<file path="config.mk">
export PLATFORM = sky130hd
export DESIGN_NAME = spc_play_sequencer
export DESIGN_NICKNAME = d
export VERILOG_FILES = /design/src/rtl/spc_play_sequencer.sv
export SDC_FILE = /design/constraint.sdc
export NUM_CORES = 1
export LEC_CHECK = 0
export ABC_AREA = 1
export BUFFER_PORTS_ARGS = -buffer_cell sky130_fd_sc_hd__buf_2
export CORE_AREA = 2 2 172 174
export DETAILED_ROUTE_END_ITERATION = 10
export DIE_AREA = 0 0 174 176
export PLACE_DENSITY_LB_ADDON = 0.3
export SETUP_SLACK_MARGIN = 0.3
export SYNTH_ARGS = -nofsm -noshare
export SYNTH_HDL_FRONTEND = slang
export SYNTH_SLANG_ARGS = --single-unit
</file>
<file path="constraint.sdc">
create_clock -name sys_clk -period 3.3 [get_ports sys_clk]
set_input_delay 0.495 -clock sys_clk [delete_from_list [all_inputs] [get_ports sys_clk]]
set_output_delay 0.495 -clock sys_clk [all_outputs]
set_load 0.02 [all_outputs]
</file>
<file path="src/rtl/spc_play_sequencer.sv">
// spc_play_sequencer: one-song-at-a-time transport for the SPC player (load -> parse -> play -> fade),
// with debounced next/prev skips, play-time counters and load-failure retry.
module spc_play_sequencer #(
    parameter int TICK_CYCLES      = 2_700_000,
    parameter int DEBOUNCE_CYCLES  = 540_000,
    parameter int MIN_PLAY_TICKS   = 10,
    parameter int FADE_STEP_CYCLES = 105_469,
    parameter int ERR_HOLD_TICKS   = 10
) (
    input  logic        sys_clk,
    input  logic        resetn,
    input  logic        btn_next,
    input  logic        btn_prev,
    input  logic [15:0] total,
    input  logic [15:0] length,
    output logic        loader_start,
    input  logic        loader_done,
    input  logic        loader_fail,
    output logic        parser_start,
    input  logic        parser_done,
    output logic        spc_reset,
    output logic        spc_ready,
    output logic [15:0] song,
    output logic [7:0]  gain,
    output logic [5:0]  minute,
    output logic [5:0]  second,
    output logic [15:0] played,
    output logic [2:0]  state_dbg
);
    localparam int TW = $clog2(TICK_CYCLES + 1);
    localparam int DW = $clog2(DEBOUNCE_CYCLES + 1);
    localparam int FW = $clog2(FADE_STEP_CYCLES + 1);
    localparam int EH = ERR_HOLD_TICKS * TICK_CYCLES;
    localparam int EW = $clog2(EH + 1);

    typedef enum logic [2:0] {
        S_START = 3'd0, S_LOAD = 3'd1, S_PARSE = 3'd2, S_PLAY = 3'd3, S_FADE = 3'd4, S_ERROR = 3'd5
    } state_t;

    state_t        state_q, state_d;
    logic [15:0]   song_q, song_d, fail_q, fail_d, played_q, played_d, ttot_q, ttot_d;
    logic [7:0]    gain_q, gain_d;
    logic [TW-1:0] tick_q, tick_d;
    logic [3:0]    tenths_q, tenths_d;
    logic [5:0]    sec_q, sec_d, min_q, min_d;
    logic [FW-1:0] fade_q, fade_d;
    logic [EW-1:0] err_q, err_d;
    logic          pstart_q, pstart_d;
    logic [1:0]    s1_q, s1_d, s2_q, s2_d, lvl_q, lvl_d, pulse_q, pulse_d;
    logic [DW-1:0] db_q [2];
    logic [DW-1:0] db_d [2];
    logic          nxt, prv, btn, run, tick, sec_ev, fstep, hold_done;
    logic [15:0]   tot, song_inc, song_btn;

    always_comb begin
        s1_d = {btn_prev, btn_next};
        s2_d = s1_q;
        lvl_d = lvl_q;
        pulse_d = '0;
        for (int i = 0; i < 2; i++) begin
            db_d[i] = (s2_q[i] == lvl_q[i]) ? '0 : db_q[i] + 1'b1;
            if (s2_q[i] != lvl_q[i] && db_q[i] == DW'(DEBOUNCE_CYCLES - 1)) begin
                db_d[i] = '0;
                lvl_d[i] = s2_q[i];
                pulse_d[i] = s2_q[i];
            end
        end
        // simultaneous next+prev cancel each other
        nxt = pulse_q[0] & ~pulse_q[1];
        prv = pulse_q[1] & ~pulse_q[0];
        btn = nxt | prv;
        tot = (total == 16'd0) ? 16'd1 : total;
        song_inc = ({1'b0, song_q} + 17'd1 >= {1'b0, tot}) ? 16'd0 : song_q + 16'd1;
        song_btn = nxt ? song_inc : (song_q == 16'd0) ? tot - 16'd1 : song_q - 16'd1;
        run = state_q == S_PLAY || state_q == S_FADE;
        tick = run && tick_q == TW'(TICK_CYCLES - 1);
        sec_ev = tick && tenths_q == 4'd9;
        tick_d = !run ? tick_q : tick ? '0 : tick_q + 1'b1;
        tenths_d = !tick ? tenths_q : sec_ev ? 4'd0 : tenths_q + 4'd1;
        ttot_d = (tick && ttot_q != 16'hFFFF) ? ttot_q + 16'd1 : ttot_q;
        sec_d = !sec_ev ? sec_q : (sec_q == 6'd59) ? 6'd0 : sec_q + 6'd1;
        min_d = (sec_ev && sec_q == 6'd59 && min_q != 6'd63) ? min_q + 6'd1 : min_q;
        played_d = (sec_ev && played_q != 16'hFFFF) ? played_q + 16'd1 : played_q;
        fstep = state_q == S_FADE && fade_q == FW'(FADE_STEP_CYCLES - 1);
        fade_d = (state_q != S_FADE || fstep) ? '0 : fade_q + 1'b1;
        hold_done = err_q == EW'(EH - 1);
        err_d = (state_q != S_ERROR) ? '0 : hold_done ? err_q : err_q + 1'b1;
        state_d = state_q;
        song_d = song_q;
        fail_d = fail_q;
        pstart_d = 1'b0;
        case (state_q)
            S_START: state_d = S_LOAD;
            S_LOAD: begin
                if (loader_fail) begin
                    state_d = S_ERROR;
                    fail_d = (fail_q == 16'hFFFF) ? fail_q : fail_q + 16'd1;
                end else if (loader_done) begin
                    state_d = S_PARSE;
                    pstart_d = 1'b1;
                end
            end
            S_PARSE: begin
                if (parser_done) begin
                    state_d = S_PLAY;
                    fail_d = '0;
                    tick_d = '0;
                    tenths_d = '0;
                    sec_d = '0;
                    min_d = '0;
                    played_d = '0;
                    ttot_d = '0;
                end
            end
            S_PLAY: begin
                if (btn && ttot_q >= 16'(MIN_PLAY_TICKS)) begin
                    state_d = S_START;
                    song_d = song_btn;
                end else if (length != 16'd0 && played_q >= length) begin
                    state_d = S_FADE;
                end
            end
            S_FADE: begin
                if (gain_q == 8'd0) begin
                    state_d = S_START;
                    song_d = song_inc;
                end
            end
            S_ERROR: begin
                if (hold_done && fail_q < tot) begin
                    state_d = S_START;
                    song_d = song_inc;
                end else if (hold_done && btn) begin
                    state_d = S_START;
                    song_d = song_btn;
                    fail_d = '0;
                end
            end
            default: state_d = S_START;
        endcase
        gain_d = (state_d != S_FADE) ? 8'd255 : gain_q - {7'd0, fstep};
    end

    always_ff @(posedge sys_clk) begin
        if (!resetn) begin
            state_q <= S_START;
            song_q <= '0;
            fail_q <= '0;
            played_q <= '0;
            ttot_q <= '0;
            gain_q <= 8'd255;
            tick_q <= '0;
            tenths_q <= '0;
            sec_q <= '0;
            min_q <= '0;
            fade_q <= '0;
            err_q <= '0;
            pstart_q <= 1'b0;
            s1_q <= '0;
            s2_q <= '0;
            lvl_q <= '0;
            pulse_q <= '0;
            db_q <= '{default: '0};
        end else begin
            state_q <= state_d;
            song_q <= song_d;
            fail_q <= fail_d;
            played_q <= played_d;
            ttot_q <= ttot_d;
            gain_q <= gain_d;
            tick_q <= tick_d;
            tenths_q <= tenths_d;
            sec_q <= sec_d;
            min_q <= min_d;
            fade_q <= fade_d;
            err_q <= err_d;
            pstart_q <= pstart_d;
            s1_q <= s1_d;
            s2_q <= s2_d;
            lvl_q <= lvl_d;
            pulse_q <= pulse_d;
            db_q <= db_d;
        end
    end

    // gated so the start pulse stays low while reset is held
    assign loader_start = resetn && state_q == S_START;
    assign parser_start = pstart_q;
    assign spc_reset = state_q == S_START;
    assign spc_ready = state_q == S_PLAY || state_q == S_FADE;
    assign song = song_q;
    assign gain = gain_q;
    assign minute = min_q;
    assign second = sec_q;
    assign played = played_q;
    assign state_dbg = state_q;
endmodule

</file>
-- Word-level counts from Yosys, hierarchy flattened
Cells that the tools add are included.
- register bits: 204
- input bits: 39
- output and inout port bits: 59
- word-level logic and storage cells: 158
- add/subtract/negate cells: 16
- magnitude comparators: 4
- equal/unequal tests: 31
- multiplexer cells: 46
- bitwise logic cells: 7
- reductions and logical operators: 33
- operators with widths (kind ; number):
    $mux 16 ; 19
    $pmux 16 s3 ; 2
    $mux 22 ; 4
    $add 16x1->16 const B ; 4
    $mux 6 ; 7
    $add 20x1->20 const B ; 2
    $eq 20x20->1 const B ; 2
    $logic_not 16->1 ; 2
    $ne 16x16->1 const B ; 2
    $sub 16x1->16 const B ; 2
    $add 25x1->25 const B ; 1
    $eq 25x25->1 const B ; 1
    $mux 3 ; 8
    $add 22x1->22 const B ; 1
    $eq 22x22->1 const B ; 1
    $pmux 3 s6 ; 1
    $add 16x1->17 const B ; 1
    $add 17x1->17 const B ; 1
    $eq 17x17->1 const B ; 1
    $ge 17x16->1 ; 1
    $eq 16x16->1 const B ; 1
    $ge 16x16->1 ; 1
    $ge 16x4->1 const B ; 1
    $lt 16x16->1 ; 1
    29 further kinds ; 70

-- Logic depth before layout (Yosys ltp)
Gate-level depths: netlist (run 1).
- depth in word-level cells: 9
- gate-level depth with buffers: 24
- gate-level depth less buffers: 23

-- Worst setup path before layout (run 1)
No wires, ideal clock.
- kind: register to register
- from: reg song_q[0] (netlist: song[0])
- to: reg song_q[4] (netlist: song[4])
- setup time: 66 ps
- arrival: 3221 ps
- data required time: 3234 ps
- path slack: 13 ps
- cell stages (with the launch flop): 22
- buffers on the path: 1
- period minus slack after synthesis: 3287 ps
- cell sequence: dfxtp_1 > ha_1 > nand2_1 > nor2_1 > inv_1 > nor2_1 > nand3_1 > nor2_2 > nand3_1 > xor2_1 > ha_1 > nand2_1 > nor2_1 > a41o_1 > a21oi_2 > buf_2 > nand3_1 > nand2_1 > nand2_1 > nor2_1 > nor2_1 > a21oi_2
- longest elaborated chain between the ends: 7
- elaborated cells on any way between the ends: 13
- those cells by class: 3 x add/sub; 1 x order compare; 8 x mux; 1 x reduce/logical
- RTL lines (what ; RTL line ; source):
    start: declaration ; 41 ; logic [15:0] song_q, song_d, fail_q, fail_d, played_q, played_d, ttot_q, ttot_d;
    start signal: assignment ; 166 ; song_q <= song_d;
    $add 16x1->17 ; 73 ; song_inc = ({1'b0, song_q} + 17'd1 >= {1'b0, tot}) ? 16'd0 : song_q + 16'd1;
    $ge 17x16->1 ; 73 ;
    $mux 16 ; 73 ;
    $mux 16 ; 74 ; song_btn = nxt ? song_inc : (song_q == 16'd0) ? tot - 16'd1 : song_q - 16'd1;
    $mux 16 ; 133 ; end else if (hold_done && btn) begin
    $mux 16 ; 130 ; if (hold_done && fail_q < tot) begin
    $pmux 16 s3 (*) ; 92 ; case (state_q)
Mark *: on every way between the ends. The rest lies on a longest branch, timed or not. The select of a mux whose other input is x is not followed.
A chain may end at the register's enable or synchronous reset.

-- Worst setup path in the final report (run 1)
- from: reg song_q[1] (netlist: song[1])
- to: reg song_q[2] (netlist: song[2])
Same word-level chain as after synthesis.

==> results of run 1 <==
[report_power, final]
part | switching, mW | internal (mW) | leakage [nW] | total, mW
combinational | 2.23 | 1.13 | 4.41 | 3.36
sequential | 0.134 | 2.56 | 1.65 | 2.70
clock | 1.09 | 1.85 | 0.439 | 2.94
[area by class of cell]
class / instances / area, µm²
clock inverters: 11 / 161
multi-input cells: 1335 / 7640
repair buffers: 136 / 806
fillers: 2824 / 13500
clock buffers: 33 / 727
inverters: 299 / 1140
flip-flops and latches: 204 / 4100
well taps: 384 / 480
[synthesized netlist by cell type, types with 6 or more instances]
cell type / n
nor2_1: 230
nor2_4: 7
nor3b_1: 17
a21oi_1: 114
inv_2: 14
xor2_1: 44
nand3_2: 6
nor3_2: 11
clkbuf_1: 15
nand4_1: 58
dfxtp_1: 204
buf_2: 7
xnor2_1: 11
or2_2: 6
nor4_1: 31
inv_1: 279
a21oi_2: 18
ha_1: 67
nand3_1: 145
nand2_2: 12
a211oi_1: 16
nor3_1: 68
o21a_1: 10
nor2_2: 10
o21ai_0: 56
nand2_1: 343
[worst min-delay path: cells and delay by family]
kind,cells,cell delay [ns]
buffers and inverters,2,0.12
and+or+nand+nor,1,0.04
[cell usage in the layout, fill, tap and decap left out, types with 4 or more instances in the layout]
| cell | Yosys | final |
|---|---|---|
| nand3b_1 | 4 | 4 |
| nand2_4 | 4 | 5 |
| clkbuf_16 | 0 | 26 |
| dfxtp_1 | 204 | 197 |
| inv_1 | 279 | 275 |
| nand3_1 | 145 | 136 |
| or2_2 | 6 | 6 |
| o21ai_1 | 5 | 5 |
| a31oi_1 | 5 | 5 |
| nor3_2 | 11 | 11 |
| inv_2 | 14 | 16 |
| nor3_1 | 68 | 67 |
| clkinv_2 | 2 | 7 |
| a21oi_2 | 18 | 17 |
| buf_4 | 0 | 34 |
| xnor2_1 | 11 | 11 |
| nor2_2 | 10 | 15 |
| clkbuf_8 | 0 | 5 |
| nor3b_1 | 17 | 17 |
| nor4_1 | 31 | 28 |
| o21a_1 | 10 | 10 |
| nand3_2 | 6 | 14 |
| dfxtp_2 | 0 | 4 |
| a21oi_1 | 114 | 114 |
| nand2_1 | 343 | 338 |
| nor2_1 | 230 | 220 |
| o21bai_1 | 5 | 5 |
| nor2_4 | 7 | 12 |
| a211oi_1 | 16 | 16 |
| o21ai_0 | 56 | 56 |
| nand4_1 | 58 | 58 |
| buf_6 | 4 | 4 |
| ha_1 | 67 | 64 |
| xor2_1 | 44 | 40 |
| bufinv_16 | 0 | 4 |
| nand2_2 | 12 | 16 |
| buf_2 | 7 | 97 |
| o31ai_1 | 4 | 4 |
[logic make-up after synthesis]
kind of cell    share of synthesized area, %
buf+inv                                 10.1
xor+xnor                                3.78
fa+ha+maj                               6.57
compound gates                          11.2
simple gates                            36.3
flops                                   32.0
[through the flow]
step	worst slack [ns]	hold WS [ns]
final	0.248	0.174
after global routing	0.0565	0.160
after floorplan	0.297	0.390
after detailed placement	0.0954	0.404
after global placement	0.175	0.394
after CTS	0.298	0.165
[layer usage]
| layer | up-vias | share of wire (%) | track usage (%) |
|---|---|---|---|
| met2 | 362 | 46 | 36.1 |
| met1 | 5723 | 45 | 27.3 |
| met5 | - | 0 | 0 |
| li1 | 6427 | - | - |
| met4 | 0 | 3.5 | 7.28 |
| met3 | 88 | 5.2 | 2.73 |
[registers in the layout (all words and copies together), names as in the netlist, 3 cells and up]
register / flops
minute: 6
db_q: 40
fail_q: 16
fade_q: 17
song: 16
second: 6
err_q: 25
ttot_q: 16
tenths_q: 4
played: 16
state_dbg: 3
gain: 8
tick_q: 22
[timing repair]
item,in CTS,in global routing
setup endpoints to repair,16,16
resized for setup,21,40
buffers inserted,15,8
pin swaps,12,33
[how the worst min path moves through the flow]
| stage | endpoint | depth (start not counted) | slack [ns] |
|---|---|---|---|
| 3_3_place_gp | s2_q[0] | 2 | 0.39 |
| 2_1_floorplan | s2_q[0] | 2 | 0.39 |
| 6_report | s1_q[0] | 3 | 0.17 |
| 5_1_grt | s1_q[0] | 3 | 0.16 |
| 3_5_place_dp | s2_q[0] | 2 | 0.40 |
| 4_1_cts | s1_q[0] | 3 | 0.16 |
==> impl_metrics.py, run 1 <==
metrics = {
    "run_status": {
        "status": "completed",
    },
    "synthesis": {
        "yosys_warnings": 0,
        "synthDistinctLibCells": 58,
        "yosysTopAreaCell": "dfxtp_1",
        "synth_top_flop_cell": "dfxtp_1",
        "ys_ff_latch": 204,
        "synth_edf_count": 0,
        "syn_avg_cell_area_um2": 6.83,
        "synthesis.area_um2": 12800,
        "syn_inst": 1867,
        "synthTopCellsByArea": "dfxtp_1 (32%), nand2_1 (10%), inv_1 (8.2%)",
        "ys_seq_area_share_pct": 32.0,
        "synth-async-reset-ratio_pct": 0,
        "synth_top_area_share_pct": 32.0,
        "synth_fp_nets": 1973,
    },
    "routing": {
        "dr.pass1.iters": 6,
        "dr.first_iter.drc_count": 873,
        "drcViolationCount": 0,
        "routedWlPerCell_um": 13.8,
        "ant_nets": 0,
        "wl_mm": 33.2,
        "num_vias": 12600,
        "drt-vias-per-instance": 5.25,
    },
    "worst_setup_path": {
        "crit_end": "song[2]",
        "critical_path_required_ns": 3.75,
        "rr_endpoint": "song[2]",
        "reg2reg_from": "song[1]",
        "crit_path_end_kind": "flop",
        "max_stage_delay_ns": 0.37,
        "critical_path.top_delay_family": "simple AND/OR/NAND/NOR gates",
        "critPathBufInv": 3,
        "crit_start": "song[1]",
        "slowest_stage": "dfxtp_4",
        "setup.worst_path.class": "reg2reg",
        "cp_num_cells": 23,
        "regToRegSetupSlack_ns": 0.25,
        "path_cells": "ha_4 > nand2_4 > nor2_4 > inv_2 > nor2_4 > nand3_2 > buf_4 > xor2_4 > ha_1 > a21oi_1 > nor2_1 > a211oi_1 > nand2_1 > nand2_1 > nand2_1 > nand2_2 > buf_6 > nand4_1 > nand2_1 > nand3_2 > nand2_2 > nor2_2 > nor2_1",
        "worstSetupStartpointType": "flop",
        "crit_arrival_ns": 3.50,
        "rr_worst_depth": 23,
        "path_common_cell": "nand2_1",
        "cp_max_fo": 8,
    },
    "timing": {
        "worst_pin_slew_ns": 0.651,
        "relSlewSlack_pct": 56.5,
        "clock_skew_ns": 0.0117,
        "setup_viol": 0,
        "min_period_ns": 3.05,
        "max_freq_ghz": 0.328,
        "drv_slew": 0,
        "finalHoldViolCount": 0,
        "setup_tns_ns": 0,
        "fin_crit_sh_pct": 92.5,
        "rsz0062_at_grt": "yes",
    },
    "cells_and_area": {
        "nets": 2106,
        "syn2layout_area_growth_pct": 18.0,
        "drive_above_1_share_pct": 16.5,
        "stdcell_count": 2402,
        "fin_util_pct": 52.7,
        "antenna_cells": 0,
        "fin_area_um2": 15100,
    },
    "clocking": {
        "tritoncts": "yes",
        "path_clk_slew_ns": 0.06,
        "cts-buffers-inserted": 24,
        "clk-insertion-delay-late_ns": 0.52,
        "clockRootBuffer": "clkbuf_16",
        "clk_path_buf_depth": 3,
        "ctsHoldBuffers": 0,
        "cts.sinks": 204,
        "cts_max_level": 1,
    },
    "floorplanning": {
        "start_util_pct": 44.7,
        "die_h_um": 176,
        "die_w_um": 174,
        "dieArea_um2": 30600,
        "ios": 98,
        "rows": 62,
        "coreArea_um2": 28500,
    },
    "grt": {
        "grt.overflow.total": 0,
        "grt_max_degree": 26,
        "grt_usage_pct": 21.0,
        "grt_pass1_vias": 11500,
        "grt_pass1_wl_mm": 54.7,
        "grt_antenna_before_repair": 0,
    },
    "pwr": {
        "p_per_area_nw_per_um2": 598,
        "peakVddDrop_v": 0.000541,
        "leakagePower_nw": 6.50,
        "power_mw": 9.00,
    },
    "place": {
        "dp_hpwl_mm": 24.7,
        "dpl.cell_count": 2335,
        "port_buffers": 97,
        "gp_congestion": 0.979,
        "placed_area_um2": 13700,
    },
    "hold_path": {
        "worstHoldStart": "btn_next",
        "min_path_type": "in2reg",
    },
    "job": {
        "cap_viol_max_count": 0,
    },
}
No activity file was read; power rests on OpenSTA's default activity.
==> run 2, diff against run 1 <==
REMOVE_ABC_BUFFERS = 1   (was not set)
==> impl_metrics.py, run 2 (same netlist as run 1, synthesis figures left out) <==
metrics = {
    "run_status": {
        "status": "completed",
    },
    "place": {
        "placed_area_um2": 13900,
        "dpl.cell_count": 2358,
        "port_buffers": 97,
        "gp_congestion": 0.962,
        "dp_hpwl_mm": 25.7,
        "preCtsSetupSlack_ns": 0.0512,
    },
    "pwr": {
        "comb_power_share_pct": 39.2,
        "p_per_area_nw_per_um2": 571,
        "pwr-share-seq_pct": 31.0,
        "power_mw": 8.64,
        "p_sw_share_pct": 39.4,
        "leakagePower_nw": 6.54,
        "peakVddDrop_v": 0.000647,
        "switchingPower_mw": 3.40,
        "p_int_mw": 5.24,
        "p_clk_share_pct": 29.8,
    },
    "cells_and_area": {
        "nets": 2125,
        "drive_above_1_share_pct": 17.4,
        "final_common_cell": "nand2_1",
        "stdcell_count": 2423,
        "fillers": 2825,
        "largest_register": "db_q",
        "largest_register_ff_count": 40,
        "multi_input_area_um2": 7640,
        "area.sequential_um2": 4090,
        "fin_area_um2": 15100,
        "top_regs": "db_q x40, err_q x25, tick_q x22",
        "syn2layout_area_growth_pct": 18.7,
        "final_cell_mix": "nand2_1 (336), inv_1 (276), nor2_1 (220)",
    },
    "floorplanning": {
        "start_util_pct": 44.7,
        "die_h_um": 176,
        "rows": 62,
        "coreArea_um2": 28500,
        "ios": 98,
        "die_w_um": 174,
        "dieArea_um2": 30600,
    },
    "routing": {
        "wl_mm": 33.5,
        "dr.first_iter.drc_count": 851,
        "wl_met1_mm": 14.8,
        "num_vias": 12600,
        "drcViolationCount": 0,
        "ant_nets": 0,
        "routedWlPerCell_um": 13.8,
        "drt-vias-per-instance": 5.21,
        "met3WireLength_mm": 2.12,
        "top_layer_used": "met4",
        "wl_met2_mm": 15.7,
        "dr.pass1.iters": 5,
    },
    "worst_setup_path": {
        "critical_path_required_ns": 3.75,
        "regToRegSetupSlack_ns": 0.20,
        "worstSetupStartpointType": "flop",
        "crit_arrival_ns": 3.55,
        "rr_worst_depth": 21,
        "reg2reg_from": "song[0]",
        "setup.worst_path.class": "reg2reg",
        "rr_endpoint": "song[2]",
        "crit_path_end_kind": "flop",
        "cp_max_fo": 4,
    },
    "clocking": {
        "clk-insertion-delay-late_ns": 0.52,
        "path_clk_slew_ns": 0.06,
        "cts.sinks": 204,
        "tritoncts": "yes",
        "cts_max_level": 1,
        "clk_path_buf_depth": 3,
        "cts-buffers-inserted": 24,
        "ctsHoldBuffers": 0,
        "clockRootBuffer": "clkbuf_16",
    },
    "grt": {
        "grt_usage_pct": 21.2,
        "grt_pass1_vias": 11800,
        "grt_antenna_before_repair": 1,
        "grt_pass1_wl_mm": 54.8,
        "grt_max_degree": 26,
        "grt.overflow.total": 0,
    },
    "timing": {
        "worst_pin_slew_ns": 0.652,
        "rsz0062_at_grt": "yes",
        "finalHoldViolCount": 0,
        "fin_crit_sh_pct": 93.8,
        "max_freq_ghz": 0.323,
        "relSlewSlack_pct": 56.4,
        "clock_skew_ns": 0.0130,
        "drv_slew": 0,
        "setup_slack_ns": 0.205,
        "setup_viol": 0,
        "min_period_ns": 3.10,
        "setup_tns_ns": 0,
    },
    "hold_path": {
        "hold_path_depth": 3,
        "whs_endpoint": "s1_q[1]",
        "min_path_type": "in2reg",
        "worstHoldStart": "btn_prev",
    },
    "job": {
        "cap_viol_max_count": 0,
    },
}
==> run 2: worst max path at each step <==
stage	to	from
6_report	song[2]	song[0]
5_1_grt	song[3]	song[0]
4_1_cts	song[4]	song[0]
3_5_place_dp	song[8]	song[0]
3_3_place_gp	song[12]	song[0]
2_1_floorplan	song[7]	song[0]
==> run 2: power by group through the flow <==
stage	clock [mW]	sequential, mW	combinational [mW]
CTS	2.64	2.67	3.21
floorplan	0	2.77	2.10
detailed placement	0	2.71	3.10
finish	2.57	2.68	3.39
global route	2.75	2.69	3.77
global placement	0	2.71	3.08
==> run 2: what timing repair did <==
item,4_1_cts,5_1_grt
cloned,1,0
setup endpoints to repair,16,16
gates resized for setup,41,35
buffers inserted,12,6
pin swaps,35,28
==> run 2: metal layers <==
layer / GRT usage (%) / vias to the layer above
met5: 0 / -
met4: 5.81 / 0
met3: 3.79 / 74
met2: 37.2 / 327
met1: 27.0 / 5744
li1: - / 6467
==> run 2: area by class of cell <==
cell class / count / area share, %
Multi-Input combinational cell: 1335 / 50.5
Timing Repair Buffer: 155 / 6.55
Clock inverter: 9 / 0.413
Antenna cell: 2 / 0.0331
Inverter: 299 / 7.52
Clock buffer: 35 / 4.77
Tap cell: 384 / 3.17
Sequential cell: 204 / 27.0
==> run 2: critical path: stages, from the launching register on <==
cell and delay (ns):
dfxtp_2 0.36, ha_4 0.17, nand2_4 0.06, nor2_4 0.10
inv_2 0.05, nor2_4 0.14, nand3_4 0.10, nor2_4 0.13
nand3_2 0.12, xor2_2 0.20, ha_1 0.32, nand2_1 0.09
nor2_1 0.05, a41o_1 0.25, a21oi_4 0.21, nand2_4 0.11
buf_4 0.15, nor3_2 0.12, nand3_1 0.09, nand2_1 0.08
nor2_1 0.04, nor2_1 0.08
==> run 2: metrics by stage <==
step                utilization (%)  hold WS (ns)
floorplan                         -         0.390
global placement               48.6         0.395
detailed placement             48.6         0.400
CTS                            52.3         0.176
global route                   53.0         0.186
finish                         53.0         0.181
==> run 3, diff against run 2 <==
ABC_AREA = not set   (was 1)
CORE_AREA = 2 2 163 165   (was 2 2 172 174)
DIE_AREA = 0 0 165 167   (was 0 0 174 176)
==> impl_metrics.py, run 3 <==
metrics = {
    "clocking": {
        "cts.sinks": 204,
        "ctsHoldBuffers": 0,
        "tritoncts": "yes",
        "cts_max_level": 1,
        "clk-insertion-delay-late_ns": 0.51,
        "clk_path_buf_depth": 3,
        "clockRootBuffer": "clkbuf_16",
        "cts-buffers-inserted": 24,
        "path_clk_slew_ns": 0.06,
    },
    "worst_setup_path": {
        "crit_start": "song[0]",
        "regToRegSetupSlack_ns": -0.07,
        "setup.worst_path.class": "reg2reg",
        "worstSetupStartpointType": "flop",
        "rr_worst_depth": 17,
        "crit_path_end_kind": "flop",
        "crit_arrival_ns": 3.80,
        "rr_endpoint": "song[12]",
        "reg2reg_from": "song[0]",
        "critical_path_required_ns": 3.73,
        "cp_max_fo": 3,
    },
    "synthesis": {
        "ys_seq_area_share_pct": 35.6,
        "synth-async-reset-ratio_pct": 0,
        "synth_top_area_share_pct": 35.6,
        "yosys_warnings": 0,
        "synthTopCellsByArea": "dfxtp_1 (36%), xor2_1 (7.7%), ha_1 (7.3%)",
        "synthDistinctLibCells": 66,
        "synthTopCellsByCount": "nor2_1 (218), dfxtp_1 (204), nand2_1 (103), xor2_1 (101), a21oi_1 (82)",
        "yosysTopAreaCell": "dfxtp_1",
        "syn_inst": 1429,
        "synthesis.area_um2": 11500,
        "post-synth-top-count-cell": "nor2_1",
        "syn_avg_cell_area_um2": 8.03,
        "ys_ff_latch": 204,
        "synth_top_flop_cell": "dfxtp_1",
        "synth_edf_count": 0,
    },
    "floorplanning": {
        "ios": 98,
        "die_w_um": 165,
        "rows": 59,
        "dieArea_um2": 27600,
        "start_util_pct": 44.6,
        "die_h_um": 167,
        "coreArea_um2": 25800,
    },
    "place": {
        "dp_hpwl_mm": 21.5,
        "placed_area_um2": 12900,
        "gp_congestion": 0.890,
        "port_buffers": 97,
        "dpl.cell_count": 1907,
        "preCtsSetupSlack_ns": -0.399,
    },
    "timing": {
        "fin_crit_sh_pct": 102,
        "max_freq_ghz": 0.296,
        "clock_skew_ns": 0.0148,
        "timing.hold.ws_ns": 0.191,
        "finalHoldViolCount": 0,
        "setup_tns_ns": -0.117,
        "setup_slack_ns": -0.0734,
        "rsz0062_at_grt": "yes",
        "drv_slew": 0,
        "relSlewSlack_pct": 44.5,
        "worst_pin_slew_ns": 0.831,
        "min_period_ns": 3.37,
        "setup_viol": 4,
    },
    "routing": {
        "dr.pass1.iters": 7,
        "dr.first_iter.drc_count": 728,
        "routedWlPerCell_um": 15.2,
        "num_vias": 10900,
        "ant_nets": 0,
        "drcViolationCount": 0,
        "drt-vias-per-instance": 5.50,
        "wl_mm": 30.3,
    },
    "hold_path": {
        "hold_path_depth": 2,
        "whs_endpoint": "s1_q[0]",
        "worstHoldStart": "btn_next",
        "min_path_type": "in2reg",
    },
    "grt": {
        "grt.overflow.total": 0,
        "grt_max_degree": 44,
        "grt_pass1_wl_mm": 48.7,
        "grt_usage_pct": 21.1,
        "grt_pass1_vias": 10000,
        "grt_antenna_before_repair": 1,
    },
    "pwr": {
        "power_mw": 7.97,
        "leakagePower_nw": 5.81,
        "p_clk_share_pct": 33.0,
        "comb_power_share_pct": 35.0,
        "peakVddDrop_v": 0.000468,
        "p_sw_share_pct": 31.9,
        "switchingPower_mw": 2.54,
        "pwr-share-seq_pct": 32.0,
        "p_int_mw": 5.43,
        "p_per_area_nw_per_um2": 551,
    },
    "run_status": {
        "violations": "negative setup slack",
        "status": "finished, violations left",
    },
    "cells_and_area": {
        "largest_register_ff_count": 40,
        "fin_area_um2": 14500,
        "area.sequential_um2": 4090,
        "largest_register": "db_q",
        "antenna_cells": 0,
        "top_regs": "db_q x40, err_q x25, tick_q x22",
        "nets": 1740,
        "multi_input_area_um2": 7340,
        "fin_util_pct": 56.1,
        "syn2layout_area_growth_pct": 25.9,
        "stdcell_count": 1986,
        "final_common_cell": "nor2_1",
        "final_cell_mix": "nor2_1 (208), dfxtp_1 (201), buf_4 (113)",
        "drive_above_1_share_pct": 20.6,
        "fillers": 2350,
    },
    "job": {
        "cap_viol_max_count": 0,
    },
}
## run 3: cell count changes after synthesis, sizes merged, moves of 22 or more
cell,before,now
or3,1,23
a21oi,132,82
xnor2,11,52
inv,295,64
nand3,153,70
nand2,359,104
and3,0,31
nor2,248,218
clkbuf,16,44
nor3,81,31
xor2,44,101
## run 3: how the worst max path moves through the flow
| stage | slack (ns) | cells after the start | endpoint |
|---|---|---|---|
| 2_1_floorplan | -1.37 | 15 | song[14] |
| 5_1_grt | -0.24 | 17 | song[12] |
| 3_3_place_gp | -0.27 | 16 | song[14] |
| 4_1_cts | 0.03 | 14 | song[12] |
| 3_5_place_dp | -0.40 | 16 | song[12] |
| 6_report | -0.07 | 17 | song[12] |
## run 3: cell families after synthesis
family,share of synthesized area (%)
simple gates,28.9
compound gates,11.9
flops,35.6
xor+xnor,11.7
buf+inv,3.92
fa+ha+maj,7.30
mux,0.697
## run 3: metal layers
layer | track usage, % | wire [µm] | part of all wire, % | vias up
met4 | 5.33 | 658 | 2.2 | 0
met2 | 34.5 | 13800 | 46 | 322
met1 | 28.7 | 13800 | 46 | 5087
met5 | 0 | 0 | 0 | -
li1 | - | - | - | 5455
met3 | 3.96 | 1990 | 6.6 | 61
## run 3: power by group through the flow
stage	Sequential (mW)	Clock (mW)	Combinational, mW
6_report	2.55	2.63	2.79
5_1_grt	2.56	2.78	2.98
4_1_cts	2.55	2.70	2.38
3_5_place_dp	2.60	0	2.17
3_3_place_gp	2.60	0	2.16
2_1_floorplan	2.71	0	1.20
## run 3: cell type report
cell class | count | share of cell area (%)
clock buffers | 36 | 5.03
clock inverters | 7 | 0.502
inverters | 64 | 1.66
multi-input cells | 1109 | 50.8
flip-flops and latches | 204 | 28.3
well taps | 335 | 2.90
repair buffers | 231 | 10.9
## run 3: what timing repair did
action,CTS,global route
resized for setup,36,59
pin swaps,18,45
setup buffers,17,19
setup endpoints to repair,16,43
## run 3: worst max-delay path, cell delays in order, from the launching register on
cell	delay (ns)
dfxtp_2	0.33
inv_2	0.09
ha_4	0.14
or4b_4	0.47
nor4_4	0.18
buf_4	0.18
nor2_2	0.04
a21oi_2	0.12
ha_2	0.19
nor3b_4	0.19
nand2b_1	0.12
nor4_2	0.28
nand4b_1	0.17
buf_6	0.16
nor4b_4	0.25
xnor2_1	0.15
nand2_1	0.07
a31oi_1	0.16
